**src/rtl/alu_issue_stage.sv**
```systemverilog
// alu_issue_stage: decode/issue slot in front of the execute-stage ALU.
// Decodes an RV32I instruction into a 4-bit ALU control code and both ALU
// operands, then holds them in a single-entry valid/ready register slot.
// The slot can stall, drain, accept back-to-back and be flushed.
module alu_issue_stage #(
    parameter int              XLEN     = 32,
    parameter logic [XLEN-1:0] RESET_PC = '0
) (
    input  logic            clk,
    input  logic            reset_n,
    input  logic            flush,
    input  logic            in_valid,
    output logic            in_ready,
    input  logic [31:0]     in_instr,
    input  logic [XLEN-1:0] in_pc,
    input  logic [XLEN-1:0] in_rs1_data,
    input  logic [XLEN-1:0] in_rs2_data,
    output logic            out_valid,
    input  logic            out_ready,
    output logic [3:0]      alu_control,
    output logic [XLEN-1:0] left_operand,
    output logic [XLEN-1:0] right_operand,
    output logic [XLEN-1:0] out_rs2_data,
    output logic [XLEN-1:0] out_pc,
    output logic [4:0]      out_rd,
    output logic            out_is_branch,
    output logic            out_illegal
);

    // ALU control encodings shared with the execute stage.
    localparam logic [3:0] ALU_ADD  = 4'd0;
    localparam logic [3:0] ALU_SUB  = 4'd1;
    localparam logic [3:0] ALU_SLL  = 4'd2;
    localparam logic [3:0] ALU_SLT  = 4'd3;
    localparam logic [3:0] ALU_SLTU = 4'd4;
    localparam logic [3:0] ALU_XOR  = 4'd5;
    localparam logic [3:0] ALU_SRL  = 4'd6;
    localparam logic [3:0] ALU_SRA  = 4'd7;
    localparam logic [3:0] ALU_OR   = 4'd8;
    localparam logic [3:0] ALU_AND  = 4'd9;
    localparam logic [3:0] B_BNE    = 4'd10;
    localparam logic [3:0] B_BLT    = 4'd11;
    localparam logic [3:0] B_BGE    = 4'd12;
    localparam logic [3:0] B_LTU    = 4'd13;
    localparam logic [3:0] B_GEU    = 4'd14;

    // RV32I major opcodes.
    localparam logic [6:0] OPC_OP     = 7'b0110011;
    localparam logic [6:0] OPC_OPIMM  = 7'b0010011;
    localparam logic [6:0] OPC_LOAD   = 7'b0000011;
    localparam logic [6:0] OPC_STORE  = 7'b0100011;
    localparam logic [6:0] OPC_BRANCH = 7'b1100011;
    localparam logic [6:0] OPC_LUI    = 7'b0110111;
    localparam logic [6:0] OPC_AUIPC  = 7'b0010111;
    localparam logic [6:0] OPC_JAL    = 7'b1101111;
    localparam logic [6:0] OPC_JALR   = 7'b1100111;

    // Register/immediate ALU operation from funct3; alt selects SUB or SRA.
    function automatic logic [3:0] alu_sel(input logic [2:0] f3, input logic alt);
        logic [3:0] sel;
        unique case (f3)
            3'b000:  sel = alt ? ALU_SUB : ALU_ADD;
            3'b001:  sel = ALU_SLL;
            3'b010:  sel = ALU_SLT;
            3'b011:  sel = ALU_SLTU;
            3'b100:  sel = ALU_XOR;
            3'b101:  sel = alt ? ALU_SRA : ALU_SRL;
            3'b110:  sel = ALU_OR;
            default: sel = ALU_AND;
        endcase
        return sel;
    endfunction

    logic [6:0]      w_opcode;
    logic [2:0]      w_funct3;
    logic            w_alt;
    logic [XLEN-1:0] w_imm_i;
    logic [XLEN-1:0] w_imm_s;
    logic [XLEN-1:0] w_imm_u;
    logic [XLEN-1:0] w_shamt;

    logic [3:0]      w_ctl;
    logic [XLEN-1:0] w_left;
    logic [XLEN-1:0] w_right;
    logic [4:0]      w_rd;
    logic            w_branch;
    logic            w_illegal;
    logic            w_load;

    logic            r_valid;
    logic [3:0]      r_ctl;
    logic [XLEN-1:0] r_left;
    logic [XLEN-1:0] r_right;
    logic [XLEN-1:0] r_rs2;
    logic [XLEN-1:0] r_pc;
    logic [4:0]      r_rd;
    logic            r_branch;
    logic            r_illegal;

    assign w_opcode = in_instr[6:0];
    assign w_funct3 = in_instr[14:12];
    assign w_alt    = in_instr[30];
    assign w_imm_i  = {{20{in_instr[31]}}, in_instr[31:20]};
    assign w_imm_s  = {{20{in_instr[31]}}, in_instr[31:25], in_instr[11:7]};
    assign w_imm_u  = {in_instr[31:12], 12'b0};
    assign w_shamt  = {27'b0, in_instr[24:20]};

    // Instruction decode: pure selection of control code and operand sources.
    always_comb begin
        w_ctl     = ALU_ADD;
        w_left    = '0;
        w_right   = '0;
        w_rd      = '0;
        w_branch  = 1'b0;
        w_illegal = 1'b0;
        unique case (w_opcode)
            OPC_OP: begin
                w_ctl   = alu_sel(w_funct3, w_alt);
                w_left  = in_rs1_data;
                w_right = in_rs2_data;
                w_rd    = in_instr[11:7];
            end
            OPC_OPIMM: begin
                // ADDI never subtracts; only the shift-right slot uses bit 30.
                w_ctl   = alu_sel(w_funct3, w_alt && (w_funct3 == 3'b101));
                w_left  = in_rs1_data;
                w_right = (w_funct3[1:0] == 2'b01) ? w_shamt : w_imm_i;
                w_rd    = in_instr[11:7];
            end
            OPC_LOAD: begin
                w_left  = in_rs1_data;
                w_right = w_imm_i;
                w_rd    = in_instr[11:7];
            end
            OPC_STORE: begin
                w_left  = in_rs1_data;
                w_right = w_imm_s;
            end
            OPC_BRANCH: begin
                if (w_funct3[2:1] == 2'b01) begin
                    w_illegal = 1'b1;
                end else begin
                    w_branch = 1'b1;
                    w_left   = in_rs1_data;
                    w_right  = in_rs2_data;
                    unique case (w_funct3)
                        3'b000:  w_ctl = ALU_SUB;
                        3'b001:  w_ctl = B_BNE;
                        3'b100:  w_ctl = B_BLT;
                        3'b101:  w_ctl = B_BGE;
                        3'b110:  w_ctl = B_LTU;
                        default: w_ctl = B_GEU;
                    endcase
                end
            end
            OPC_LUI: begin
                w_right = w_imm_u;
                w_rd    = in_instr[11:7];
            end
            OPC_AUIPC: begin
                w_left  = in_pc;
                w_right = w_imm_u;
                w_rd    = in_instr[11:7];
            end
            OPC_JAL, OPC_JALR: begin
                // ALU produces the link value pc + 4.
                w_left  = in_pc;
                w_right = 32'd4;
                w_rd    = in_instr[11:7];
            end
            default: begin
                w_illegal = 1'b1;
            end
        endcase
    end

    assign in_ready = !r_valid || out_ready;
    assign w_load   = in_valid && in_ready && !flush;

    // Slot occupancy: flush empties, load fills, consume without refill drains.
    always_ff @(posedge clk or negedge reset_n) begin
        if (!reset_n) begin
            r_valid <= 1'b0;
        end else if (flush) begin
            r_valid <= 1'b0;
        end else if (w_load) begin
            r_valid <= 1'b1;
        end else if (out_ready) begin
            r_valid <= 1'b0;
        end
    end

    // Issued instruction payload; only written on an accepted load.
    always_ff @(posedge clk or negedge reset_n) begin
        if (!reset_n) begin
            r_ctl     <= ALU_ADD;
            r_left    <= '0;
            r_right   <= '0;
            r_rs2     <= '0;
            r_pc      <= RESET_PC;
            r_rd      <= '0;
            r_branch  <= 1'b0;
            r_illegal <= 1'b0;
        end else if (w_load) begin
            r_ctl     <= w_ctl;
            r_left    <= w_left;
            r_right   <= w_right;
            r_rs2     <= in_rs2_data;
            r_pc      <= in_pc;
            r_rd      <= w_rd;
            r_branch  <= w_branch;
            r_illegal <= w_illegal;
        end
    end

    assign out_valid     = r_valid;
    assign alu_control   = r_ctl;
    assign left_operand  = r_left;
    assign right_operand = r_right;
    assign out_rs2_data  = r_rs2;
    assign out_pc        = r_pc;
    assign out_rd        = r_rd;
    assign out_is_branch = r_branch;
    assign out_illegal   = r_illegal;

endmodule
```
**config.mk**
```make
export PLATFORM = sky130hd
export DESIGN_NAME = alu_issue_stage
export DESIGN_NICKNAME = d
export VERILOG_FILES = /design/src/rtl/alu_issue_stage.sv
export SDC_FILE = /design/constraint.sdc
export NUM_CORES = 1
export LEC_CHECK = 0
export BUFFER_PORTS_ARGS = -buffer_cell sky130_fd_sc_hd__buf_2
export CORE_ASPECT_RATIO = 1.4
export CORE_MARGIN = 1.5
export CORE_UTILIZATION = 47
export CTS_CLUSTER_SIZE = 25
export DETAILED_ROUTE_END_ITERATION = 8
export MAX_ROUTING_LAYER = met4
export PLACE_DENSITY = 0.92
export SYNTH_ARGS = -nofsm -noshare
export SYNTH_HDL_FRONTEND = slang
export SYNTH_SLANG_ARGS = --single-unit
```
**constraint.sdc**
```tcl
create_clock -name clk -period 1.88 [get_ports clk]
set_input_delay 0.188 -clock clk [delete_from_list [all_inputs] [get_ports clk]]
set_output_delay 0.188 -clock clk [all_outputs]
set_load 0.02 [all_outputs]
```
After elaboration in Yosys (flattened, before gate mapping)

Cells that the tools add are included.

Muxes and demuxes: 22
Bitwise logic cells: 0
Order comparisons: 0
Shift-type cells: 0
Div/mod/pow operators: 0
Eq/ne operators: 17
Add/sub/neg operators: 0
Multiply operators: 0
Reductions and logical operators: 14

Operators with widths:

| cell               | count |
|---|---|
| $pmux 32 s7        | 1 |
| $mux 32            | 3 |
| $pmux 32 s3        | 1 |
| $pmux 4 s7         | 2 |
| $eq 7x6->1 const B | 3 |
| $eq 7x7->1 const B | 3 |
| $pmux 4 s5         | 1 |
| $eq 7x5->1 const B | 2 |
| $pmux 4 s3         | 1 |
| $mux 1             | 10 |
| $eq 3x3->1 const B | 3 |
| $reduce_or 8->1    | 1 |
| $eq 7x2->1 const B | 1 |
| $reduce_or 7->1    | 1 |
| $eq 3x2->1 const B | 2 |
| $mux 5             | 1 |
| $eq 2x1->1 const B | 2 |
| $mux 4             | 1 |
| $reduce_or 2->1    | 2 |
| $reduce_or 4->1    | 1 |
| $eq 3x1->1 const B | 1 |
| $logic_and 1x1->1  | 3 |
| $logic_not 3->1    | 1 |
| $reduce_bool 3->1  | 1 |
| other kinds (4)    | 5 |

Logic and storage cells: 62
Output and inout port bits: 141
Memories: 0
Bits of input ports: 133
Memory bits (read-only): 0
RAM bits: 0
Bits in latches: 0
Flip-flop bits (word level): 140

Depth between registers and ports, before layout

Gate-level depths: netlist of run 1.

Depth in word-level cells: 6
Gate-level depth with buffers: 8
Gate-level depth less buffers: 5

Worst setup path before layout of run 1

No wires, ideal clock.

Path type: register to register
Start: register r_valid (netlist: out_valid)
End: register r_left[10] (netlist: left_operand[10])
Clock period less this slack: 1731 ps
Stages on the path, launching flop included: 7
Buffers on the path: 3
Required time: 1759 ps
Slack: 149 ps
Data arrival time: 1610 ps
Path through: dfrtp_1 > nand2b_1 > nand3b_1 > buf_2 > buf_2 > clkbuf_1 > a22o_1

Word-level cells in the longest chain between the ends: 4

Ends and longest elaborated chain:

| element                         | line | source |
|---|---|---|
| from (decl)                     | 90   | `logic r_valid;` |
| from (signal assigned)          | 183  | `r_valid <= 1'b0;` |
| from (signal assigned)          | 185  | `r_valid <= 1'b0;` |
| from (signal assigned)          | 187  | `r_valid <= 1'b1;` |
| $logic_not 1->1                 | 177  | `assign in_ready = !r_valid \|\| out_ready;` |
| $logic_or 1x1->1                | 177  |  |
| named net in_ready              | 13   | `output logic in_ready,` |
| $logic_and 1x1->1 (2 in series) | 178  | `assign w_load = in_valid && in_ready && !flush;` |
| to (signal assigned)            | 206  | `r_left <= w_left;` |
| to (decl)                       | 92   | `logic [XLEN-1:0] r_left;` |

The timed path passes the listed nets, and every way through them passes these cells.
A chain may end at the register's enable or synchronous reset.

Worst setup path after layout of run 1

Start: register r_valid (netlist: out_valid)
End: register r_right[19] (netlist: right_operand[19])

Word-level cells in the longest chain between the ends: 4

Ends and longest elaborated chain:

| element                         | line | source |
|---|---|---|
| $logic_not 1->1                 | 177  |  |
| $logic_or 1x1->1                | 177  |  |
| $logic_and 1x1->1 (2 in series) | 178  |  |
| to (signal assigned)            | 207  | `r_right <= w_right;` |
| to (decl)                       | 93   | `logic [XLEN-1:0] r_right;` |

Every way passes these cells.

==> report_table.html, run 1 <==
<table>
<tr><th>Metric</th><th>Value</th></tr>
<tr><th colspan="2">Worst setup path</th></tr>
<tr><td>Maximum net fanout on the critical path</td><td>38</td></tr>
<tr><td>WP data arrival</td><td>a little under 2 ns</td></tr>
<tr><td>CP Launch Point</td><td>out_valid</td></tr>
<tr><td>Launching point of the worst reg2reg path</td><td>out_valid</td></tr>
<tr><td>Endpoint type of the worst setup path</td><td>flop</td></tr>
<tr><td>CP Data Required Time</td><td>around 2.2 ns</td></tr>
<tr><td>Crit start category</td><td>flop</td></tr>
<tr><td>Type of the worst setup path</td><td>flop to flop</td></tr>
<tr><th colspan="2">CTS</th></tr>
<tr><td>Sinks on the clock net</td><td>140</td></tr>
<tr><td>Clock tree buffer depth</td><td>2</td></tr>
<tr><td>Root buffer selected by CTS</td><td>clkbuf_16</td></tr>
<tr><td>Number of buffers created by CTS</td><td>17</td></tr>
<tr><td>Count of buffers added by post-CTS timing repair for setup</td><td>0</td></tr>
<tr><td>Clock slew at reported path FFs</td><td>approximately 0.070 ns</td></tr>
<tr><td>H-tree levels</td><td>4</td></tr>
<tr><td>TritonCTS clock tree</td><td>built</td></tr>
<tr><td>Worst skew pair latency</td><td>0.42 ns</td></tr>
<tr><th colspan="2">STA</th></tr>
<tr><td>Worst slew margin relative to its limit</td><td>74.25%</td></tr>
<tr><td>Final period demand of the worst path</td><td>about 1.7 ns</td></tr>
<tr><td>Number of hold violations in the final report</td><td>0</td></tr>
<tr><td>Unrepaired setup endpoints after global routing</td><td>no</td></tr>
<tr><td>Slew at the pin closest to its max-slew limit</td><td>just under 0.4 ns</td></tr>
<tr><td>Clock Skew</td><td>0.008605 ns</td></tr>
<tr><td>Post-Route Setup TNS</td><td>0 ns</td></tr>
<tr><td>Number of setup violations in the final report</td><td>0</td></tr>
<tr><td>Fmax</td><td>about 590 MHz</td></tr>
<tr><td>Period utilisation layout</td><td>just over 90%</td></tr>
<tr><td>Number of max-slew violations in the final report</td><td>0</td></tr>
<tr><th colspan="2">Logic synthesis</th></tr>
<tr><td>Number of synthesized register bits</td><td>140</td></tr>
<tr><td>Share of flip-flops with an asynchronous set or reset after synthesis</td><td>between 90% and 100%</td></tr>
<tr><td>Mapped Area</td><td>~6100 um2</td></tr>
<tr><td>Post-synthesis sequential area ratio</td><td>57.48%</td></tr>
<tr><td>Cell variety after synth</td><td>40</td></tr>
<tr><td>Count of yosys warnings during synthesis</td><td>0</td></tr>
<tr><td>Post-Synthesis Cells</td><td>around 500</td></tr>
<tr><td>Mean area per synthesized cell</td><td>roughly 12 um2</td></tr>
<tr><td>Top-area cell type share of the netlist area</td><td>57.48%</td></tr>
<tr><td>Number of synthesized flops with an enable pin</td><td>0</td></tr>
<tr><td>Post-synthesis net count</td><td>between 600 and 700</td></tr>
<tr><td>Primary FF master, synth</td><td>dfrtp_1</td></tr>
<tr><td>Synth top area cells</td><td>dfrtp_1, mux2_2, a22o_1</td></tr>
<tr><td>Leading area contributor after synthesis</td><td>dfrtp_1</td></tr>
<tr><th colspan="2">Run status</th></tr>
<tr><td>Run status</td><td>finished, final reports clean</td></tr>
<tr><th colspan="2">Drt</th></tr>
<tr><td>Drc violations</td><td>0</td></tr>
<tr><td>Average routed wire per standard cell</td><td>18.31 um</td></tr>
<tr><td>Routed Wire Length</td><td>approximately 17,000 um</td></tr>
<tr><td>Final ANT Viol Nets</td><td>0</td></tr>
<tr><td>Initial detailed-routing violation count</td><td>around 210</td></tr>
<tr><td>First-pass iteration count of the detailed router</td><td>4</td></tr>
<tr><td>Number of vias after detailed routing</td><td>~5,300</td></tr>
<tr><td>Vias per std cell</td><td>about 5.6</td></tr>
<tr><th colspan="2">Global routing</th></tr>
<tr><td>Largest net degree at the start of global routing</td><td>66</td></tr>
<tr><td>Antenna violations before repair</td><td>0</td></tr>
<tr><td>Total GRT Usage</td><td>about a quarter</td></tr>
<tr><td>Via count of the first global-routing pass</td><td>~5,400</td></tr>
<tr><td>Wire length of the first global-routing pass</td><td>between 20,000 and 30,000 um</td></tr>
<tr><td>Gr ovfl total</td><td>0</td></tr>
<tr><th colspan="2">Power and ir drop</th></tr>
<tr><td>Worst voltage drop across the vdd grid</td><td>between 0.0005 and 0.0006 V</td></tr>
<tr><td>Switch share</td><td>approximately 29%</td></tr>
<tr><td>Cell-internal power</td><td>5.722 mW</td></tr>
<tr><td>Share of power burned in registers</td><td>approximately 42%</td></tr>
<tr><td>Proportion of power drawn by the clock network</td><td>a little over two fifths</td></tr>
<tr><td>Comb pwr share</td><td>~16%</td></tr>
<tr><td>Leak Pwr</td><td>4.202 nW</td></tr>
<tr><td>Total power divided by cell area</td><td>between 900 and 1000 nW/um2</td></tr>
<tr><td>Switching pwr</td><td>around 2.3 mW</td></tr>
<tr><th colspan="2">Die</th></tr>
<tr><td>Vertical extent of the die</td><td>between 100 and 150 um</td></tr>
<tr><td>Core outline area</td><td>12,750 um2</td></tr>
<tr><td>Total die area</td><td>around 14,000 um2</td></tr>
<tr><td>Initial standard-cell utilization of the core</td><td>between 40% and 50%</td></tr>
<tr><td>Top-Level Pins</td><td>between 200 and 300</td></tr>
<tr><td>Core Rows</td><td>just under 50</td></tr>
<tr><td>Die extent in x</td><td>between 90 and 100 um</td></tr>
<tr><th colspan="2">Placed design</th></tr>
<tr><td>Number of port buffers</td><td>273</td></tr>
<tr><td>Post-DP Area</td><td>between 7000 and 8000 um2</td></tr>
<tr><td>Half-perimeter wire length after placement</td><td>around 12,000 um</td></tr>
<tr><td>Routability congestion estimate</td><td>approximately 0.8</td></tr>
<tr><th colspan="2">Run</th></tr>
<tr><td>MaxCap Viol Count</td><td>0</td></tr>
<tr><th colspan="2">Layout</th></tr>
<tr><td>Area taken by flip-flops and latches</td><td>~3500 um2</td></tr>
<tr><td>Antenna diode count</td><td>0</td></tr>
<tr><td>Multi-input logic area</td><td>2349 um2</td></tr>
<tr><td>Post-route core utilization</td><td>between 60% and 70%</td></tr>
<tr><td>Fill cell total of the finished layout</td><td>between 900 and 1,000</td></tr>
<tr><td>Growth of design area from synthesis to finish</td><td>36.65%</td></tr>
<tr><td>Cell area after layout</td><td>around 8300 um2</td></tr>
<tr><td>Fraction of layout cells with a size suffix above 1</td><td>a little over 50%</td></tr>
<tr><td>Final-stage net count</td><td>approximately 900</td></tr>
<tr><th colspan="2">Worst hold path</th></tr>
<tr><td>Startpoint of the tightest hold check path</td><td>in_pc[17]</td></tr>
<tr><td>Class of the most critical hold timing path</td><td>input pin to flop</td></tr>
</table>
==> synth_stat cells, drive strengths merged (2+ instances only) <==
library cell and n:
o21ai 45, o211ai 2, clkbuf 9, a22o 69, nand2b 5, buf 34
nor3 3, nor2b 4, nand2 47, a221oi 21, inv 6, dfrtp 140
a21o 2, mux2 64, a22oi 11, nand3b 3, nor2 9, and2 2
and3 3, a21oi 9
==> state kept, by name, indices dropped and copies added (netlist names) <==
| name | count |
|---|---|
| out_is_branch | 1 |
| left_operand | 32 |
| out_rs2_data | 32 |
| out_illegal | 1 |
| out_valid | 1 |
| out_rd | 5 |
| right_operand | 32 |
| alu_control | 4 |
| out_pc | 32 |
==> worst paths after layout <==
check / endpoint / depth (start not counted) / slack [ns]
setup / recovery: right_operand[19] / 6 / 0.17
hold / removal: out_pc[17] / 2 / 0.02
setup reg to reg: right_operand[19] / 6 / 0.17
hold reg to reg: right_operand[19] / 2 / 0.48
max in group asynchronous: left_operand[5] / 3 / 0.97
min in group asynchronous: alu_control[1] / 2 / 0.28
==> cells by family after synthesis <==
kind of cell	after synthesis	share of synthesized area (%)
AOI/OAI and AO/OA	165	20.08
DFF	140	57.48
and+or+nand+nor	80	6.487
muxes	64	11.83
buffers and inverters	49	3.983
xor gates and xnor gates	1	0.1437
==> stage by stage <==
step	power [mW]	hold WS (ns)	std cells	worst slack (ns)
after detailed placement	4.742	0.1200	906	0.1668
after global placement	4.688	0.1225	906	0.2508
final	8.028	0.01785	940	0.1719
after CTS	8.099	0.004274	940	0.2211
after global routing	8.319	0.001275	940	0.07734
after floorplan	4.123	-0.1076	499	0.1490
==> cell type report <==
| class | instances | share of cell area [%] |
|---|---|---|
| Inverter | 6 | 0.2704 |
| Sequential cell | 140 | 42.07 |
| Timing Repair Buffer | 299 | 20.09 |
| Multi-Input combinational cell | 310 | 28.20 |
| Tap cell | 153 | 2.299 |
| Clock buffer | 18 | 5.273 |
| Clock inverter | 14 | 1.803 |
==> placed cells by master (no fill, tap or decap), drive strengths merged, types with 2 or more instances in the layout <==
master and n:
a21o 2, a21oi 9, a221oi 21, a22o 69, a22oi 11, and2 2, and3 3, buf 297
clkbuf 18, clkinvlp 3, dfrtp 140, dlygate4sd3 2, inv 15, mux2 64, nand2 47, nand2b 5
nand3b 3, nor2 9, nor2b 4, nor3 3, o211ai 2, o21ai 45
==> timing repair <==
| item | in CTS | in global routing |
|---|---|---|
| gates resized for setup | 0 | 0 |
| endpoints found under the hold margin | 38 | 0 |
| hold buffers | 2 | 0 |
==> layer usage <==
layer	wire [um]	track usage [%]
met1	6480	28.47
met2	9550	46.54
met3	891	4.515
met4	287	8.842
met5	0	-
==> worst max-delay path, cell delays in order (launching register included) <==
cell and delay [ns]:
dfrtp_1 0.36, nand2b_1 0.11, nand3b_1 0.25, buf_12 0.25
a21o_1 0.11, buf_4 0.32, o21ai_0 0.15
==> power groups by stage <==
stage	registers, mW	logic, mW	clock network, mW
finish	3.38	1.31	3.34
global route	3.41	1.41	3.51
CTS	3.38	1.31	3.40
detailed placement	3.44	1.31	0
global placement	3.42	1.27	0
floorplan	3.74	0.378	0
No activity file was read; power rests on OpenSTA's default activity.
==> run 2: changes to the inputs <==
- PLACE_DENSITY: 0.92 -> 0.8
==> report_table.html, run 2 (synthesized netlist as in run 1, its figures left out) <==
<table>
<tr><th>Metric</th><th>Value</th></tr>
<tr><th colspan="2">Run status</th></tr>
<tr><td>Run status</td><td>finished, final reports clean</td></tr>
<tr><th colspan="2">STA</th></tr>
<tr><td>Period utilisation layout</td><td>between 80% and 90%</td></tr>
<tr><td>Fmax</td><td>about 600 MHz</td></tr>
<tr><td>Worst slew margin relative to its limit</td><td>between 60 and 70%</td></tr>
<tr><td>Number of max-slew violations in the final report</td><td>0</td></tr>
<tr><td>Clock Skew</td><td>approximately 0.008 ns</td></tr>
<tr><td>Number of hold violations in the final report</td><td>0</td></tr>
<tr><td>Final period demand of the worst path</td><td>approximately 1.7 ns</td></tr>
<tr><td>Number of setup violations in the final report</td><td>0</td></tr>
<tr><td>Slew at the pin closest to its max-slew limit</td><td>approximately 0.47 ns</td></tr>
<tr><td>Post-Route Setup TNS</td><td>0 ns</td></tr>
<tr><td>Worst hold slack</td><td>approximately 0.019 ns</td></tr>
<tr><td>Unrepaired setup endpoints after global routing</td><td>no</td></tr>
<tr><th colspan="2">CTS</th></tr>
<tr><td>Worst skew pair latency</td><td>0.42 ns</td></tr>
<tr><td>H-tree levels</td><td>4</td></tr>
<tr><td>TritonCTS clock tree</td><td>built</td></tr>
<tr><td>Sinks on the clock net</td><td>140</td></tr>
<tr><td>Number of buffers created by CTS</td><td>17</td></tr>
<tr><td>Clock slew at reported path FFs</td><td>0.07 ns</td></tr>
<tr><td>Count of buffers added by post-CTS timing repair for setup</td><td>0</td></tr>
<tr><td>Clock tree buffer depth</td><td>2</td></tr>
<tr><td>Root buffer selected by CTS</td><td>clkbuf_16</td></tr>
<tr><th colspan="2">Layout</th></tr>
<tr><td>Final-stage net count</td><td>910</td></tr>
<tr><td>Fraction of layout cells with a size suffix above 1</td><td>50.51%</td></tr>
<tr><td>Antenna diode count</td><td>0</td></tr>
<tr><td>Growth of design area from synthesis to finish</td><td>37.06%</td></tr>
<tr><td>Top library cells by usage in the layout, fill and taps aside</td><td>buf_2, dfrtp_1, a22o_1, mux2_2, nand2_1</td></tr>
<tr><td>Most common library cell in the layout ignoring fill and taps</td><td>buf_2</td></tr>
<tr><th colspan="2">Die</th></tr>
<tr><td>Core Rows</td><td>between 40 and 50</td></tr>
<tr><td>Initial standard-cell utilization of the core</td><td>between 40% and 50%</td></tr>
<tr><td>Top-Level Pins</td><td>274</td></tr>
<tr><td>Die extent in x</td><td>just under 100 um</td></tr>
<tr><td>Core outline area</td><td>between 10,000 and 15,000 um2</td></tr>
<tr><td>Vertical extent of the die</td><td>between 100 and 150 um</td></tr>
<tr><td>Total die area</td><td>about 14,000 um2</td></tr>
<tr><th colspan="2">Global routing</th></tr>
<tr><td>Via count of the first global-routing pass</td><td>around 5,500</td></tr>
<tr><td>Antenna violations before repair</td><td>0</td></tr>
<tr><td>Wire length of the first global-routing pass</td><td>roughly 27,000 um</td></tr>
<tr><td>Total GRT Usage</td><td>between 20 and 30%</td></tr>
<tr><td>Gr ovfl total</td><td>0</td></tr>
<tr><td>Largest net degree at the start of global routing</td><td>71</td></tr>
<tr><th colspan="2">Power and ir drop</th></tr>
<tr><td>Worst voltage drop across the vdd grid</td><td>roughly 0.00056 V</td></tr>
<tr><td>Share of power burned in registers</td><td>between 40% and 50%</td></tr>
<tr><td>Comb pwr share</td><td>16.6%</td></tr>
<tr><td>Proportion of power drawn by the clock network</td><td>roughly two fifths</td></tr>
<tr><td>Switch share</td><td>about 30%</td></tr>
<tr><td>Leak Pwr</td><td>about 4.2 nW</td></tr>
<tr><td>Total power divided by cell area</td><td>about 950 nW/um2</td></tr>
<tr><td>Switching pwr</td><td>around 2.3 mW</td></tr>
<tr><td>Cell-internal power</td><td>5.569 mW</td></tr>
<tr><th colspan="2">Drt</th></tr>
<tr><td>Vias per std cell</td><td>approximately 5.7</td></tr>
<tr><td>Number of vias after detailed routing</td><td>5,335</td></tr>
<tr><td>Final ANT Viol Nets</td><td>0</td></tr>
<tr><td>First-pass iteration count of the detailed router</td><td>4</td></tr>
<tr><td>Drc violations</td><td>0</td></tr>
<tr><td>Routed Wire Length</td><td>between 15,000 and 20,000 um</td></tr>
<tr><td>Initial detailed-routing violation count</td><td>~200</td></tr>
<tr><td>Average routed wire per standard cell</td><td>18.44 um</td></tr>
<tr><th colspan="2">Worst setup path</th></tr>
<tr><td>WP data arrival</td><td>2.01 ns</td></tr>
<tr><td>Maximum net fanout on the critical path</td><td>roughly 40</td></tr>
<tr><td>Type of the worst setup path</td><td>input pin to flop</td></tr>
<tr><td>CP Data Required Time</td><td>2.21 ns</td></tr>
<tr><td>Crit start category</td><td>input pin</td></tr>
<tr><td>Endpoint type of the worst setup path</td><td>flop</td></tr>
<tr><td>Reg-to-reg endpoint</td><td>right_operand[19]</td></tr>
<tr><td>Critical Path End</td><td>right_operand[7]</td></tr>
<tr><td>R2R depth</td><td>6</td></tr>
<tr><td>Launching point of the worst reg2reg path</td><td>out_valid</td></tr>
<tr><td>CP Launch Point</td><td>flush</td></tr>
<tr><td>Reg-to-reg slack, setup</td><td>around 0.21 ns</td></tr>
<tr><th colspan="2">Run</th></tr>
<tr><td>MaxCap Viol Count</td><td>0</td></tr>
<tr><th colspan="2">Placed design</th></tr>
<tr><td>Half-perimeter wire length after placement</td><td>around 12,000 um</td></tr>
<tr><td>Routability congestion estimate</td><td>between 0.8 and 0.9</td></tr>
<tr><td>Number of port buffers</td><td>273</td></tr>
<tr><th colspan="2">Worst hold path</th></tr>
<tr><td>Class of the most critical hold timing path</td><td>input pin to flop</td></tr>
</table>
==> run 2: worst min-delay path by stage <==
stage,start,to,slack [ns],depth (start not counted)
5_1_grt,in_pc[5],out_pc[5],0.006,2
2_1_floorplan,reset_n,alu_control[0],-0.11,0
4_1_cts,in_pc[17],out_pc[17],0.0006,2
3_5_place_dp,reset_n,right_operand[16],0.16,1
6_report,in_pc[6],out_pc[6],0.02,2
3_3_place_gp,reset_n,right_operand[15],0.15,1
==> run 2: critical path, cell delays in order <==
cell and delay (ns):
dlygate4sd3_1 0.53, buf_2 0.14, nand3b_1 0.27, buf_12 0.25, a21o_1 0.17, buf_4 0.24, o21ai_1 0.20
==> run 2: repair_timing <==
item	in CTS	in global routing
endpoints found under the setup margin	0	0
endpoints found under the hold margin	52	0
resized for setup	0	0
hold buffers	7	0
==> run 2: power by group through the flow <==
stage          clock network [mW]  logic [mW]  registers, mW
2_1_floorplan                   0       0.378           3.74
3_3_place_gp                    0        1.27           3.42
3_5_place_dp                    0        1.31           3.44
4_1_cts                      3.28        1.32           3.38
5_1_grt                      3.40        1.41           3.41
6_report                     3.22        1.32           3.38
==> run 2: per-layer routing <==
layer / track usage, % / vias up / share of wire [%]
li1: - / 2407 / -
met1: 28.72 / 2608 / 38
met2: 45.13 / 288 / 54
met3: 5.124 / 32 / 6.7
met4: 10.41 / 0 / 2.0
met5: - / - / 0
==> run 2: cell type report <==
| class | count | area [um2] |
|---|---|---|
| Fill cell | 954 | 4399 |
| Clock inverter | 15 | 141.4 |
| Timing Repair Buffer | 302 | 1720 |
| Inverter | 6 | 22.52 |
| Clock buffer | 17 | 425.4 |
| Sequential cell | 140 | 3503 |
| Multi-Input combinational cell | 310 | 2349 |
| Tap cell | 153 | 191.4 |
==> run 2: through the flow <==
step | utilization (%) | power (mW) | setup WS (ns) | instance area [um2] | cells
detailed placement | 60.51 | 4.742 | 0.1898 | 7716 | 904
finish | 65.50 | 7.915 | 0.2024 | 8353 | 943
global placement | 60.51 | 4.685 | 0.2316 | 7716 | 904
global route | 65.50 | 8.212 | 0.07091 | 8353 | 943
floorplan | - | 4.123 | 0.1490 | 6095 | 499
CTS | 65.50 | 7.986 | 0.2300 | 8353 | 943
==> run 3: changes to the inputs <==
- ABC_AREA: unset -> 1
- CORE_UTILIZATION: 47 -> 50
- PLACE_DENSITY: 0.8 -> 0.81
==> report_table.html, run 3 <==
<table>
<tr><th>Metric</th><th>Value</th></tr>
<tr><th colspan="2">Logic synthesis</th></tr>
<tr><td>Mean area per synthesized cell</td><td>around 7 um2</td></tr>
<tr><td>Post-synthesis net count</td><td>~1,200</td></tr>
<tr><td>Share of flip-flops with an asynchronous set or reset after synthesis</td><td>between 90% and 100%</td></tr>
<tr><td>Primary FF master, synth</td><td>dfrtp_1</td></tr>
<tr><td>Leading area contributor after synthesis</td><td>dfrtp_1</td></tr>
<tr><td>Synth cell count leaders</td><td>nand2_1, dfrtp_1, nor2_1</td></tr>
<tr><td>Number of synthesized flops with an enable pin</td><td>0</td></tr>
<tr><td>Post-synthesis sequential area ratio</td><td>between 40% and 50%</td></tr>
<tr><td>Count of yosys warnings during synthesis</td><td>0</td></tr>
<tr><td>Number of synthesized register bits</td><td>140</td></tr>
<tr><td>Most repeated cell in the gate-level netlist after synthesis</td><td>nand2_1</td></tr>
<tr><td>Mapped Area</td><td>7262 um2</td></tr>
<tr><td>Post-Synthesis Cells</td><td>about 1,100</td></tr>
<tr><td>Cell variety after synth</td><td>24</td></tr>
<tr><td>Synth top area cells</td><td>dfrtp_1, nand2_1, nor2_1</td></tr>
<tr><td>Top-area cell type share of the netlist area</td><td>between 40% and 50%</td></tr>
<tr><th colspan="2">Global routing</th></tr>
<tr><td>Largest net degree at the start of global routing</td><td>75</td></tr>
<tr><td>Via count of the first global-routing pass</td><td>about 7,500</td></tr>
<tr><td>Gr ovfl total</td><td>0</td></tr>
<tr><td>Total GRT Usage</td><td>a little under a third</td></tr>
<tr><td>Wire length of the first global-routing pass</td><td>roughly 37,000 um</td></tr>
<tr><td>Antenna violations before repair</td><td>2</td></tr>
<tr><th colspan="2">Placed design</th></tr>
<tr><td>Post-Place Setup Slack</td><td>between 0.2 and 0.25 ns</td></tr>
<tr><td>Number of port buffers</td><td>between 200 and 300</td></tr>
<tr><td>Routability congestion estimate</td><td>approximately 0.95</td></tr>
<tr><td>Half-perimeter wire length after placement</td><td>around 16,000 um</td></tr>
<tr><th colspan="2">Drt</th></tr>
<tr><td>Drc violations</td><td>0</td></tr>
<tr><td>Number of vias after detailed routing</td><td>approximately 8,000</td></tr>
<tr><td>Routed Wire Length</td><td>about 23,000 um</td></tr>
<tr><td>Vias per std cell</td><td>around 5</td></tr>
<tr><td>Initial detailed-routing violation count</td><td>675</td></tr>
<tr><td>Final ANT Viol Nets</td><td>0</td></tr>
<tr><td>First-pass iteration count of the detailed router</td><td>5</td></tr>
<tr><td>Average routed wire per standard cell</td><td>15.04 um</td></tr>
<tr><th colspan="2">Worst setup path</th></tr>
<tr><td>Worst path slowest cell</td><td>dlygate4sd3_1</td></tr>
<tr><td>Type of the worst setup path</td><td>input pin to flop</td></tr>
<tr><td>Maximum net fanout on the critical path</td><td>67</td></tr>
<tr><td>Endpoint type of the worst setup path</td><td>flop</td></tr>
<tr><td>Largest stage delay, worst path</td><td>around 0.56 ns</td></tr>
<tr><td>Kind of cell adding the most delay to the critical path</td><td>buffers and inverters</td></tr>
<tr><td>WP data arrival</td><td>roughly 2 ns</td></tr>
<tr><td>CP Data Required Time</td><td>2.24 ns</td></tr>
<tr><td>Chain of cells forming the critical path</td><td>dlygate4sd3_1, buf_2, nor3_4, buf_12, buf_12, nand2_1, nand2_1</td></tr>
<tr><td>Crit start category</td><td>input pin</td></tr>
<tr><td>Worst Path Buf+Inv</td><td>4</td></tr>
<tr><th colspan="2">CTS</th></tr>
<tr><td>Number of buffers created by CTS</td><td>17</td></tr>
<tr><td>Root buffer selected by CTS</td><td>clkbuf_16</td></tr>
<tr><td>Clock slew at reported path FFs</td><td>0.07 ns</td></tr>
<tr><td>H-tree levels</td><td>4</td></tr>
<tr><td>Worst skew pair latency</td><td>0.42 ns</td></tr>
<tr><td>Sinks on the clock net</td><td>140</td></tr>
<tr><td>Clock tree buffer depth</td><td>2</td></tr>
<tr><td>TritonCTS clock tree</td><td>built</td></tr>
<tr><th colspan="2">Worst hold path</th></tr>
<tr><td>Class of the most critical hold timing path</td><td>input pin to flop</td></tr>
<tr><th colspan="2">Power and ir drop</th></tr>
<tr><td>Total power divided by cell area</td><td>~850 nW/um2</td></tr>
<tr><td>Leak Pwr</td><td>~5.9 nW</td></tr>
<tr><td>Worst voltage drop across the vdd grid</td><td>slightly above 0.0005 V</td></tr>
<tr><th colspan="2">STA</th></tr>
<tr><td>Clock Skew</td><td>roughly 0.0063 ns</td></tr>
<tr><td>Worst slew margin relative to its limit</td><td>72.66%</td></tr>
<tr><td>Unrepaired setup endpoints after global routing</td><td>no</td></tr>
<tr><td>Fmax</td><td>about 630 MHz</td></tr>
<tr><td>Period utilisation layout</td><td>between 80% and 90%</td></tr>
<tr><td>Number of max-slew violations in the final report</td><td>0</td></tr>
<tr><td>Post-Route Setup TNS</td><td>0 ns</td></tr>
<tr><td>Slew at the pin closest to its max-slew limit</td><td>~0.4 ns</td></tr>
<tr><td>Number of hold violations in the final report</td><td>0</td></tr>
<tr><td>Number of setup violations in the final report</td><td>0</td></tr>
<tr><td>Final period demand of the worst path</td><td>~1.6 ns</td></tr>
<tr><td>Setup slack of the critical path after layout</td><td>approximately 0.28 ns</td></tr>
<tr><th colspan="2">Die</th></tr>
<tr><td>Die extent in x</td><td>104.9 um</td></tr>
<tr><td>Total die area</td><td>about 15,000 um2</td></tr>
<tr><td>Core outline area</td><td>14,040 um2</td></tr>
<tr><td>Initial standard-cell utilization of the core</td><td>about half</td></tr>
<tr><td>Vertical extent of the die</td><td>approximately 150 um</td></tr>
<tr><td>Top-Level Pins</td><td>between 200 and 300</td></tr>
<tr><td>Core Rows</td><td>a little over 50</td></tr>
<tr><th colspan="2">Layout</th></tr>
<tr><td>Growth of design area from synthesis to finish</td><td>32.63%</td></tr>
<tr><td>Fraction of layout cells with a size suffix above 1</td><td>about a quarter</td></tr>
<tr><td>Most common library cell in the layout ignoring fill and taps</td><td>nand2_1</td></tr>
<tr><td>Top library cells by usage in the layout, fill and taps aside</td><td>nand2_1, buf_2, dfrtp_1, nor2_1, nand3_1</td></tr>
<tr><td>Final-stage net count</td><td>~1,500</td></tr>
<tr><th colspan="2">Run status</th></tr>
<tr><td>Run status</td><td>finished, final reports clean</td></tr>
<tr><th colspan="2">Run</th></tr>
<tr><td>MaxCap Viol Count</td><td>0</td></tr>
</table>
[run 3: per-layer routing]
metal	share of wire [%]	vias to the layer above	global-route usage, %
met4	4.5	0	16.44
met3	7.7	85	6.583
met2	50	399	51.83
met5	0	-	-
met1	38	3560	35.08
li1	-	3778	-
[run 3: report_power, final]
| part | switching (mW) | internal, mW |
|---|---|---|
| sequential | 0.140 | 3.27 |
| combinational | 0.981 | 0.499 |
| clock | 1.49 | 1.77 |
| total | 2.61 | 5.53 |
[run 3: what timing repair did]
action / in CTS / in global routing
hold buffers: 24 / 0
setup buffers: 0 / 0
hold endpoints to repair: 62 / 0
resized for setup: 0 / 0
endpoints found under the setup margin: 0 / 0
[run 3: layout make-up]
type,count,area [um2]
Inverter,55,211.5
Multi-Input combinational cell,799,3233
Clock inverter,15,151.4
Sequential cell,140,3503
Antenna cell,2,5.005
Tap cell,185,231.5
Clock buffer,17,425.4
Fill cell,1240,4407
Timing Repair Buffer,318,1871
[run 3: worst paths after layout]
path                       cells past startpoint               to        from  slack, ns
hold / removal                                 3       out_pc[24]   in_pc[24]      0.008
setup / recovery                               7       out_pc[11]       flush       0.28
setup reg to reg                               6    out_is_branch   out_valid       0.30
min in group asynchronous                      2       out_pc[24]     reset_n       0.25
max in group asynchronous                      3  left_operand[1]     reset_n       1.01
hold reg to reg                                2       out_pc[22]  out_pc[22]       0.47
[run 3: per-stage QoR]
| stage | power, mW | area [um2] | std cells | hold WS, ns | utilization [%] |
|---|---|---|---|---|---|
| 4_1_cts | 8.169 | 9627 | 1529 | 0.0002180 | 68.57 |
| 5_1_grt | 8.480 | 9632 | 1531 | 0.005060 | 68.61 |
| 6_report | 8.147 | 9632 | 1531 | 0.007654 | 68.61 |
| 3_3_place_gp | 4.865 | 8810 | 1473 | 0.1238 | 62.75 |
| 3_5_place_dp | 4.894 | 8810 | 1473 | 0.1234 | 62.75 |
| 2_1_floorplan | 4.222 | 7262 | 1051 | -0.1076 | - |
[run 3: logic make-up (layout without fill, tap and decap cells)]
logic type,Yosys count,after routing,share of synthesized area [%]
compound gates,56,56,3.911
simple gates,743,743,40.52
buf+inv,112,405,7.323
flops,140,140,48.24
other cells,0,2,0
[run 3: tightest hold or removal path, cell delays in order]
cell,delay (ns)
buf_2,0.09
nand2_1,0.05
nand2_1,0.06
